`config.mk`:
```
export PLATFORM = sky130hd
export DESIGN_NAME = dsp_addsub_pipe
export DESIGN_NICKNAME = d
export VERILOG_FILES = /design/src/rtl/dsp_addsub_pipe.sv
export SDC_FILE = /design/constraint.sdc
export NUM_CORES = 1
export LEC_CHECK = 0
export CELL_PAD_IN_SITES_DETAIL_PLACEMENT = 0
export CELL_PAD_IN_SITES_GLOBAL_PLACEMENT = 1
export CORE_MARGIN = 4
export CORE_UTILIZATION = 39
export CTS_CLUSTER_SIZE = 8
export DETAILED_ROUTE_END_ITERATION = 7
export HOLD_SLACK_MARGIN = 0.12
export PLACE_DENSITY_LB_ADDON = 0.2
export SKIP_CTS_REPAIR_TIMING = 1
export SLEW_MARGIN = 20
export SYNTH_ARGS = -nofsm -noshare
export SYNTH_HDL_FRONTEND = slang
export SYNTH_SLANG_ARGS = --single-unit
```
`constraint.sdc`:
```
create_clock -name clk -period 3.45 [get_ports clk]
set_input_delay 0.345 -clock clk [delete_from_list [all_inputs] [get_ports clk]]
set_output_delay 0.345 -clock clk [all_outputs]
set_load 0.02 [all_outputs]
```
`src/rtl/dsp_addsub_pipe.sv`:
```
// Purpose : pipelined two's-complement adder/subtractor, one SEG_W-bit segment per stage,
//           carry registered between stages; carry/borrow, zero and signed-overflow flags.
// Latency : STAGES = WIDTH/SEG_W cycles; one operation per cycle sustained.
// Backpressure: whole pipeline holds while out_valid && !out_ready; in_ready = !out_valid || out_ready.
//
// Ports:
//   clk, rst_n            clock (rising edge), async active-low reset
//   in_valid/in_ready     operand beat handshake; op_sub, a, b sampled on transfer
//   out_valid/out_ready   result beat handshake
//   result                sum/difference (low WIDTH bits)
//   carry_out             carry from MSB; on subtract 1 = no borrow (A >= B unsigned)
//   zero                  unsaturated result == 0
//   overflow              signed overflow of the operation
// Optional build macro: DSP_ADDSUB_SAT_EN -- saturate result on signed overflow
//   (flags still describe the unsaturated operation). Undefined: result wraps.
// WIDTH must be a multiple of SEG_W (16..128).

module dsp_addsub_pipe #(
   parameter int WIDTH = 32,
   parameter int SEG_W = 16
) (
   input  logic             clk,
   input  logic             rst_n,
   input  logic             in_valid,
   output logic             in_ready,
   input  logic             op_sub,
   input  logic [WIDTH-1:0] a,
   input  logic [WIDTH-1:0] b,
   output logic             out_valid,
   input  logic             out_ready,
   output logic [WIDTH-1:0] result,
   output logic             carry_out,
   output logic             zero,
   output logic             overflow
);

   localparam int STAGES = WIDTH / SEG_W;
   localparam int LAST   = STAGES - 1;
   // Intermediate register banks exist only between stages; keep at least one
   // entry so the declarations stay legal for a single-stage build.
   localparam int MID    = (STAGES > 1) ? STAGES - 1 : 1;

   // Per-stage inputs (operands, partial sum of completed lower segments, carry-in, valid)
   logic [WIDTH-1:0] w_ia [STAGES];
   logic [WIDTH-1:0] w_ib [STAGES];
   logic [WIDTH-1:0] w_is [STAGES];
   logic             w_ic [STAGES];
   logic             w_iv [STAGES];
   // Per-stage segment adder output and updated partial sum
   logic [SEG_W:0]   w_seg [STAGES];
   logic [WIDTH-1:0] w_sn  [STAGES];

   // Inter-stage registers
   logic [WIDTH-1:0] r_a [MID];
   logic [WIDTH-1:0] r_b [MID];
   logic [WIDTH-1:0] r_s [MID];
   logic             r_c [MID];
   logic             r_v [MID];

   // Output stage registers
   logic             r_ovld;
   logic [WIDTH-1:0] r_res;
   logic             r_cy;
   logic             r_zero;
   logic             r_ovf;

   logic             w_adv;
   logic             w_sa;
   logic             w_sb;
   logic             w_sr;
   logic             w_ovf;
   logic [WIDTH-1:0] w_res;

   // No bubble squeezing: every stage advances together whenever the output
   // register is empty or being drained this cycle.
   assign w_adv    = !r_ovld || out_ready;
   assign in_ready = w_adv;

   always_comb begin
      for (int k = 0; k < STAGES; k++) begin
         if (k == 0) begin
            // Subtract is A + ~B + 1: invert B here and feed op_sub as carry-in.
            w_ia[k] = a;
            w_ib[k] = op_sub ? ~b : b;
            w_is[k] = '0;
            w_ic[k] = op_sub;
            w_iv[k] = in_valid;
         end else begin
            w_ia[k] = r_a[(k > 0) ? k - 1 : 0];
            w_ib[k] = r_b[(k > 0) ? k - 1 : 0];
            w_is[k] = r_s[(k > 0) ? k - 1 : 0];
            w_ic[k] = r_c[(k > 0) ? k - 1 : 0];
            w_iv[k] = r_v[(k > 0) ? k - 1 : 0];
         end
         w_seg[k] = {1'b0, w_ia[k][k*SEG_W +: SEG_W]}
                  + {1'b0, w_ib[k][k*SEG_W +: SEG_W]}
                  + {{SEG_W{1'b0}}, w_ic[k]};
         // Segments above k are still zero in the partial sum, so OR-in is exact.
         w_sn[k]  = w_is[k] | (WIDTH'(w_seg[k][SEG_W-1:0]) << (k * SEG_W));
      end
   end

   // Signed overflow: operands (with B already inverted) agree in sign but result does not.
   assign w_sa  = w_ia[LAST][WIDTH-1];
   assign w_sb  = w_ib[LAST][WIDTH-1];
   assign w_sr  = w_sn[LAST][WIDTH-1];
   assign w_ovf = (w_sa == w_sb) && (w_sr != w_sa);

`ifdef DSP_ADDSUB_SAT_EN
   // Positive overflow (A non-negative) clamps to max, negative to min.
   assign w_res = !w_ovf ? w_sn[LAST] :
                  w_sa   ? {1'b1, {(WIDTH-1){1'b0}}} : {1'b0, {(WIDTH-1){1'b1}}};
`else
   assign w_res = w_sn[LAST];
`endif

   always_ff @(posedge clk or negedge rst_n) begin
      if (!rst_n) begin
         for (int k = 0; k < MID; k++) begin
            r_a[k] <= '0;
            r_b[k] <= '0;
            r_s[k] <= '0;
            r_c[k] <= 1'b0;
            r_v[k] <= 1'b0;
         end
      end else if (w_adv) begin
         for (int k = 0; k < LAST; k++) begin
            r_a[k] <= w_ia[k];
            r_b[k] <= w_ib[k];
            r_s[k] <= w_sn[k];
            r_c[k] <= w_seg[k][SEG_W];
            r_v[k] <= w_iv[k];
         end
      end
   end

   always_ff @(posedge clk or negedge rst_n) begin
      if (!rst_n) begin
         r_ovld <= 1'b0;
         r_res  <= '0;
         r_cy   <= 1'b0;
         r_zero <= 1'b0;
         r_ovf  <= 1'b0;
      end else if (w_adv) begin
         r_ovld <= w_iv[LAST];
         r_res  <= w_res;
         r_cy   <= w_seg[LAST][SEG_W];
         r_zero <= ~|w_sn[LAST];
         r_ovf  <= w_ovf;
      end
   end

   assign out_valid = r_ovld;
   assign result    = r_res;
   assign carry_out = r_cy;
   assign zero      = r_zero;
   assign overflow  = r_ovf;

endmodule

```
== After elaboration in Yosys (flattened, before gate mapping) ==
Cells that the tools add are included.

* Register bits: 118
* Bits of input ports: 69
* Output and inout port bits: 37
* Logic and storage cells: 24

* Add/subtract/negate cells: 4
* Eq/ne operators: 2
* Multiplexer cells: 1
* Bitwise gates (word level): 2
* Reduce and logical (&&, ||, !) cells: 5

{| class="wikitable"
|+ Operators with widths
! cell !! count
|-
| $add A16 B16 Y17 || 2
|-
| $add A17 B1 Y17 || 2
|-
| $mux W32 || 1
|-
| $not A32 Y32 || 1
|-
| $or A16 B32 Y32 || 1
|-
| $reduce_or A32 Y1 || 1
|-
| $logic_not A1 Y1 || 2
|-
| $eq A1 B1 Y1 || 1
|-
| $logic_and A1 B1 Y1 || 1
|-
| $logic_or A1 B1 Y1 || 1
|-
| $ne A1 B1 Y1 || 1
|}

== Logic depth before layout (Yosys ltp) ==
Gate-level depths: netlist of the first run.

* Depth after elaboration: 5
* Gate-level depth with buffers: 11

== Least setup slack after synthesis of the first run ==
OpenSTA, ideal clock, no wires.

* Path kind: input to register
* Start: input port op_sub
* End: register r_s[14] in the netlist's numbering
* Setup time: 0.095 ns
* Arrival: 2.964 ns
* Data required time: 3.355 ns
* Setup slack: 0.391 ns
* Stages on the path: 11
* Cells stage by stage: clkbuf_1 clkbuf_1 xor2_1 fa_1 a21o_1 a21oi_2 nor2b_1 o211a_1 or3_1 and3_1 o31ai_1

* Cells in the longest elaborated chain, start to end: 3

{| class="wikitable"
|+ RTL lines
! element !! RTL line !! RTL
|-
| from (decl) || 26 || <nowiki>input logic op_sub,</nowiki>
|-
| $mux W32 || 84 || <nowiki>w_ib[k] = op_sub ? ~b : b;</nowiki>
|-
| $add A16 B16 Y17 || 96 || <nowiki>+ {1'b0, w_ib[k][k*SEG_W +: SEG_W]}</nowiki>
|-
| $add A17 B1 Y17 * || 97 || <nowiki>+ {{SEG_W{1'b0}}, w_ic[k]};</nowiki>
|-
| to (signal, indexed assignment) || 130 || <nowiki>r_s[k] <= w_sn[k];</nowiki>
|-
| to (decl) || 56 || <nowiki>logic [WIDTH-1:0] r_s [MID];</nowiki>
|}

Every way passes the cells marked *; elsewhere a longest branch is shown, timed or not.
A chain may end at the register's enable or synchronous reset.

== Worst setup path in the final report of the first run ==
* Start: register r_a[16] in the netlist's numbering
* End: register r_zero, in the netlist zero

* Cells in the longest elaborated chain, start to end: 5

{| class="wikitable"
|+ RTL lines
! element !! RTL line !! RTL
|-
| from (decl) || 54 || <nowiki>logic [WIDTH-1:0] r_a [MID];</nowiki>
|-
| from (signal, indexed assignment) || 128 || <nowiki>r_a[k] <= w_ia[k];</nowiki>
|-
| $add A16 B16 Y17 || 96 ||
|-
| $add A17 B1 Y17 || 97 ||
|-
| $or A16 B32 Y32 || 99 || <nowiki>w_sn[k] = w_is[k] | (WIDTH'(w_seg[k][SEG_W-1:0]) << (k * SEG_W));</nowiki>
|-
| $reduce_or A32 Y1 || 148 || <nowiki>r_zero <= ~|w_sn[LAST];</nowiki>
|-
| $logic_not A1 Y1 || 148 ||
|-
| to (signal assigned) || 148 ||
|-
| to (decl) || 64 || <nowiki>logic r_zero;</nowiki>
|}

Every way passes these cells.

==> impl_metrics.toml, run 1 <==
[sta]
rsz0062_at_grt = "no"
finClkSkew_ns = 0.00531
fin_tns_setup_ns = 0
fin_crit_ns = 3.03
slew-limit-headroom_pct = 36.8
setup_slack_ns = 0.420
period_share_pct = 87.8
hold_ws_ns = 0.0336
finalSetupViolCount = 0
finalHoldViolCount = 0
tightestPinTransition_ns = 0.948
fmaxAchievable_ghz = 0.330
final_max_slew_viol_count = 0

[setup_path]
worstSetupStartpointType = "register"
worst_r2r_endpoint = "zero"
critical_path_buf_inv_count = 0
worst-path-stages = 9
r2r_cells = 9
crit_slowest_cell = "fa_1"
worstPathRequired_ns = 3.68
crit_arrival_ns = 3.26
path_cells = "fa_1 -> fa_1 -> a21oi_4 -> o2111ai_2 -> a211o_1 -> a31o_1 -> a21oi_2 -> xnor2_1 -> o41ai_2"
r2r_start = "r_a[16]"
cpMostUsedCell = "fa_1"
regToRegSetupSlack_ns = 0.42
slowest_delay_ns = 0.49
worstSetupEndpointType = "register"
cpLargestDelayFamily = "compound AO/OA/AOI/OAI gates"
cp_max_fo = 3
worstSetupPathType = "reg2reg"

[global_routing]
grt_pass1_vias = 4027
track_usage_pct = 16.5
grt_max_degree = 104
use_met2_pct = 24.8
met3_usage_pct = 4.52
antenna_found_initial = 0
grt_use_met1_pct = 23.9
grt_pass1_wl_um = 19300
overflow = 0
grt.busiest_layer = "met2"

[placement]
gp_congestion = 0.839
dp_slack_ns = 0.108
place_area_um2 = 6080
hpwlAfterDp_um = 8490
place_inst = 792
portBuffers = 105

[synthesis]
synth_common_cells = "156 x nand2_1, 86 x dfrtp_1, 35 x o21ai_0"
synth_area_leader_cell = "dfrtp_1"
avgSynthCellArea_um2 = 9.08
synth_edf_count = 0
async_flop_share_pct = 100
yosysMostFrequentCell = "nand2_1"
ys_top_cells_by_area = "dfrtp_1 44%, nand2_1 12%, ha_1 7.7%"
ys_seq_elements = 86
post-synth-top-area-fraction_pct = 44.1
yosysUniqueCellTypes = 48
syn_nets = 639
synth.yosys.seq_area_share_pct = 44.1
netlist_instances = 537
syn_area_um2 = 4880
ys.flop_type = "dfrtp_1"
ys_warn_count = 0

[run]
maxCapViolCount = 0

[drt]
routed-via-count = 3987
ant_nets = 0
wl_per_cell_um = 14.2
viasPerCell = 4.93
first_iter_violations = 260
wirelength_um = 11500
drc = 0
dr.pass1.iters = 4

[clock_network]
cts_buffer_depth = 2
insertion_delay_ns = 0.33
htreeDepth = 3
cts.sinks = 86
cts_buffers = 9
cts_tree = "yes"
clk_pin_slew_ns = 0.06
root_buffer = "clkbuf_16"

[power]
power_density_nw_per_um2 = 644
leakage_uw = 0.00285
peakVddDrop_v = 0.000359

[floorplanning]
die_area_um2 = 14400
chipWidth_um = 120
ios = 106
die_h_um = 120
rows = 40
initial_utilization_pct = 40.3
core_um2 = 12100

[cells_and_area]
final_cell_area_um2 = 6360
layout.nets = 737
syn_to_final_growth_pct = 30.4
diodes = 0
drive_gt1_share_pct = 5.94
layoutNonFillerInstCount = 808

[hold_path]
min_path_type = "in2async"

[outcome]
outcome = "finished, final reports clean"
-- registers in the layout, indices dropped and copies added (netlist names) --
register	cells
r_b	16
r_v	1
out_valid	1
result	32
r_c	1
zero	1
r_s	16
r_a	16
carry_out	1
overflow	1
-- cells by family after synthesis --
group,after synthesis,synth area share (%)
compound gates,107,14.4
simple gates,217,18.4
fa+ha+maj,33,8.93
flops,86,44.1
buf+inv,32,2.69
xor+xnor,55,9.87
mux,7,1.59
-- worst register-to-register path, stage by stage, from the launching register on --
cell and delay (ns):
dfrtp_1 0.40, fa_1 0.49, fa_1 0.46, a21oi_4 0.21, o2111ai_2 0.19, a211o_1 0.37, a31o_1 0.25, a21oi_2 0.15
xnor2_1 0.10, o41ai_2 0.32
-- how the worst max path moves through the flow --
stage,from,endpoint,slack (ns)
after floorplan,op_sub,r_s[14],0.39
after global placement,b[0],r_s[14],0.17
after detailed placement,b[0],r_s[14],0.11
after CTS,r_a[16],zero,0.40
after global routing,r_a[16],zero,0.25
final,r_a[16],zero,0.42
-- placed cells by master (no fill, tap or decap), drive strengths merged, types with 8 or more instances in the layout --
cell type        n
clkdlybuf4s50  103
nand2          156
dfrtp           86
a21o             8
o21ai           36
nor2            24
xor2            27
ha              30
a21oi           25
clkbuf          11
inv             10
xnor2           28
-- power breakdown --
part,switching (µW),internal [µW],leakage (µW)
registers,195,1300,0.00103
logic,903,773,0.00168
clock network,375,556,0.000143
total,1470,2620,0.00285
-- cell type report --
cell class	count	area (µm²)
fillers	1172	5750
multi-input cells	419	2600
flip-flops and latches	86	2150
repair buffers	109	1080
clock buffers	11	233
well taps	168	210
clock inverters	5	50.0
inverters	10	37.5
-- per-layer routing --
| layer | share of wire (%) | up-vias |
|---|---|---|
| li1 | - | 2032 |
| met1 | 50 | 1867 |
| met2 | 45 | 81 |
| met3 | 4.6 | 7 |
| met4 | 0.57 | 0 |
| met5 | 0 | - |
-- stage by stage --
step	utilization, %	power [µW]
detailed placement	50.2	3200
finish	52.5	4100
global route	52.5	4380
global placement	50.2	3170
CTS	52.5	4140
floorplan	-	2500
Power figures use the tool's default switching activity.
==> run 2: changes to the inputs <==
--- a/config.mk
+++ b/config.mk
@@ -14,6 +14,7 @@
 export HOLD_SLACK_MARGIN = 0.12
 export PLACE_DENSITY_LB_ADDON = 0.2
 export SKIP_CTS_REPAIR_TIMING = 1
+export SKIP_LAST_GASP = 1
 export SLEW_MARGIN = 20
 export SYNTH_ARGS = -nofsm -noshare
 export SYNTH_HDL_FRONTEND = slang
==> results of run 2 <==
Final layout, timing and power as in run 1 (identical DEF).
==> run 3: changes to the inputs <==
--- a/config.mk
+++ b/config.mk
@@ -13,6 +13,7 @@
 export DETAILED_ROUTE_END_ITERATION = 7
 export HOLD_SLACK_MARGIN = 0.12
 export PLACE_DENSITY_LB_ADDON = 0.2
+export RECOVER_POWER = 25
 export SKIP_CTS_REPAIR_TIMING = 1
 export SKIP_LAST_GASP = 1
 export SLEW_MARGIN = 20
==> impl_metrics.toml, run 3 (synthesis results as in run 1) <==
[floorplanning]
ios = 106
rows = 40
core_um2 = 12100
die_h_um = 120
die_area_um2 = 14400
initial_utilization_pct = 40.3
chipWidth_um = 120

[setup_path]
worst_r2r_endpoint = "zero"
crit_arrival_ns = 3.26
cp_max_fo = 3
crit_path_start = "r_a[16]"
regToRegSetupSlack_ns = 0.42
worstSetupEndpointType = "register"
worstSetupStartpointType = "register"
worstSetupPathType = "reg2reg"
worstPathRequired_ns = 3.68
r2r_start = "r_a[16]"
r2r_cells = 9

[hold_path]
hp-start = "result[3]"
worst_hold_path.endpoint = "result[3]"
min_path_type = "reg2reg"
hold_depth = 2

[cells_and_area]
diodes = 0
final_cell_area_um2 = 6360
syn_to_final_growth_pct = 30.3
layoutNonFillerInstCount = 808
fillers = 1172
layout.nets = 737
layout_common_cells = "156 x nand2_1, 103 x clkdlybuf4s50_1, 86 x dfrtp_1"
drive_gt1_share_pct = 5.94
final_common_cell = "nand2_1"
largest_reg_flops = 32

[drt]
wirelength_um = 11500
wl_per_cell_um = 14.2
routed-via-count = 3976
drc = 0
viasPerCell = 4.92
first_iter_violations = 297
dr.pass1.iters = 5
ant_nets = 0

[sta]
fmaxAchievable_ghz = 0.330
fin_tns_setup_ns = 0
finClkSkew_ns = 0.00496
final_max_slew_viol_count = 87
finalHoldViolCount = 0
slew-limit-headroom_pct = -40.5
tightestPinTransition_ns = 2.11
finalSetupViolCount = 0
rsz0062_at_grt = "no"
period_share_pct = 87.8
fin_crit_ns = 3.03

[power]
leakage_uw = 0.00284
switching_share_pct = 35.9
power_density_nw_per_um2 = 645
p_int_uw = 2620
clockPowerShare_pct = 22.7
peakVddDrop_v = 0.000359
seq_power_share_pct = 36.4
p_switching_uw = 1470
combPwrFrac_pct = 40.9

[placement]
portBuffers = 105
gp_congestion = 0.839
place_inst = 792
place_area_um2 = 6080
hpwlAfterDp_um = 8490

[global_routing]
grt_pass1_vias = 4027
grt_max_degree = 104
grt_pass1_wl_um = 19300
overflow = 0
track_usage_pct = 16.5
antenna_found_initial = 0

[clock_network]
cts_tree = "yes"
insertion_delay_ns = 0.33
root_buffer = "clkbuf_16"
clk_pin_slew_ns = 0.06
htreeDepth = 3
cts_buffers = 9
cts.sinks = 86
cts_buffer_depth = 2

[outcome]
outcome = "complete, but fails checks"
violations = "capacitance limit, slew limit"

[run]
maxCapViolCount = 1
## run 3: changes by cell type in the layout (fill, tap and decap cells not counted), sizes merged
cell,delta
buf,-1
clkbuf,+1
## run 3: worst max path at each step
stage / slack [ns] / end
floorplan: 0.39 / r_s[14]
global placement: 0.17 / r_s[14]
CTS: 0.40 / zero
detailed placement: 0.11 / r_s[14]
global route: 0.25 / zero
finish: 0.42 / zero
## run 3: cell type report
cell class	instances	area [µm²]	share of cell area, %
Timing Repair Buffer	109	1070	16.9
Sequential cell	86	2150	33.9
Inverter	10	37.5	0.591
Clock inverter	5	50.0	0.787
Clock buffer	11	233	3.66
Tap cell	168	210	3.31
Multi-Input combinational cell	419	2600	40.9
## run 3: worst max-delay path: stages, from the launching register on
cell	delay, ns
dfrtp_1	0.40
fa_1	0.49
fa_1	0.46
a21oi_4	0.20
o2111ai_2	0.19
a211o_1	0.36
a31o_1	0.25
a21oi_2	0.15
xnor2_1	0.10
o41ai_2	0.33
## run 3: power groups by stage
| stage | registers [µW] | clock network [µW] | logic, µW |
|---|---|---|---|
| floorplan | 1670 | 0 | 833 |
| CTS | 1500 | 956 | 1690 |
| global placement | 1500 | 0 | 1660 |
| detailed placement | 1510 | 0 | 1690 |
| finish | 1490 | 931 | 1680 |
| global route | 1540 | 1000 | 1840 |
## run 3: layer usage
layer  track usage (%)  wire [µm]
met1              23.9       5830
met3              4.52        488
met4              3.65         24
met2              24.8       5160
met5                 0          0
## run 3: metrics by stage
step / power [µW] / setup WS [ns] / util (%) / hold slack (ns)
5_1_grt: 4380 / 0.255 / 52.5 / 0.499
4_1_cts: 4140 / 0.398 / 52.5 / 0.257
3_3_place_gp: 3170 / 0.173 / 50.2 / 0.441
6_report: 4100 / 0.420 / 52.5 / 0.463
2_1_floorplan: 2500 / 0.391 / - / 0.0494
3_5_place_dp: 3200 / 0.108 / 50.2 / 0.455
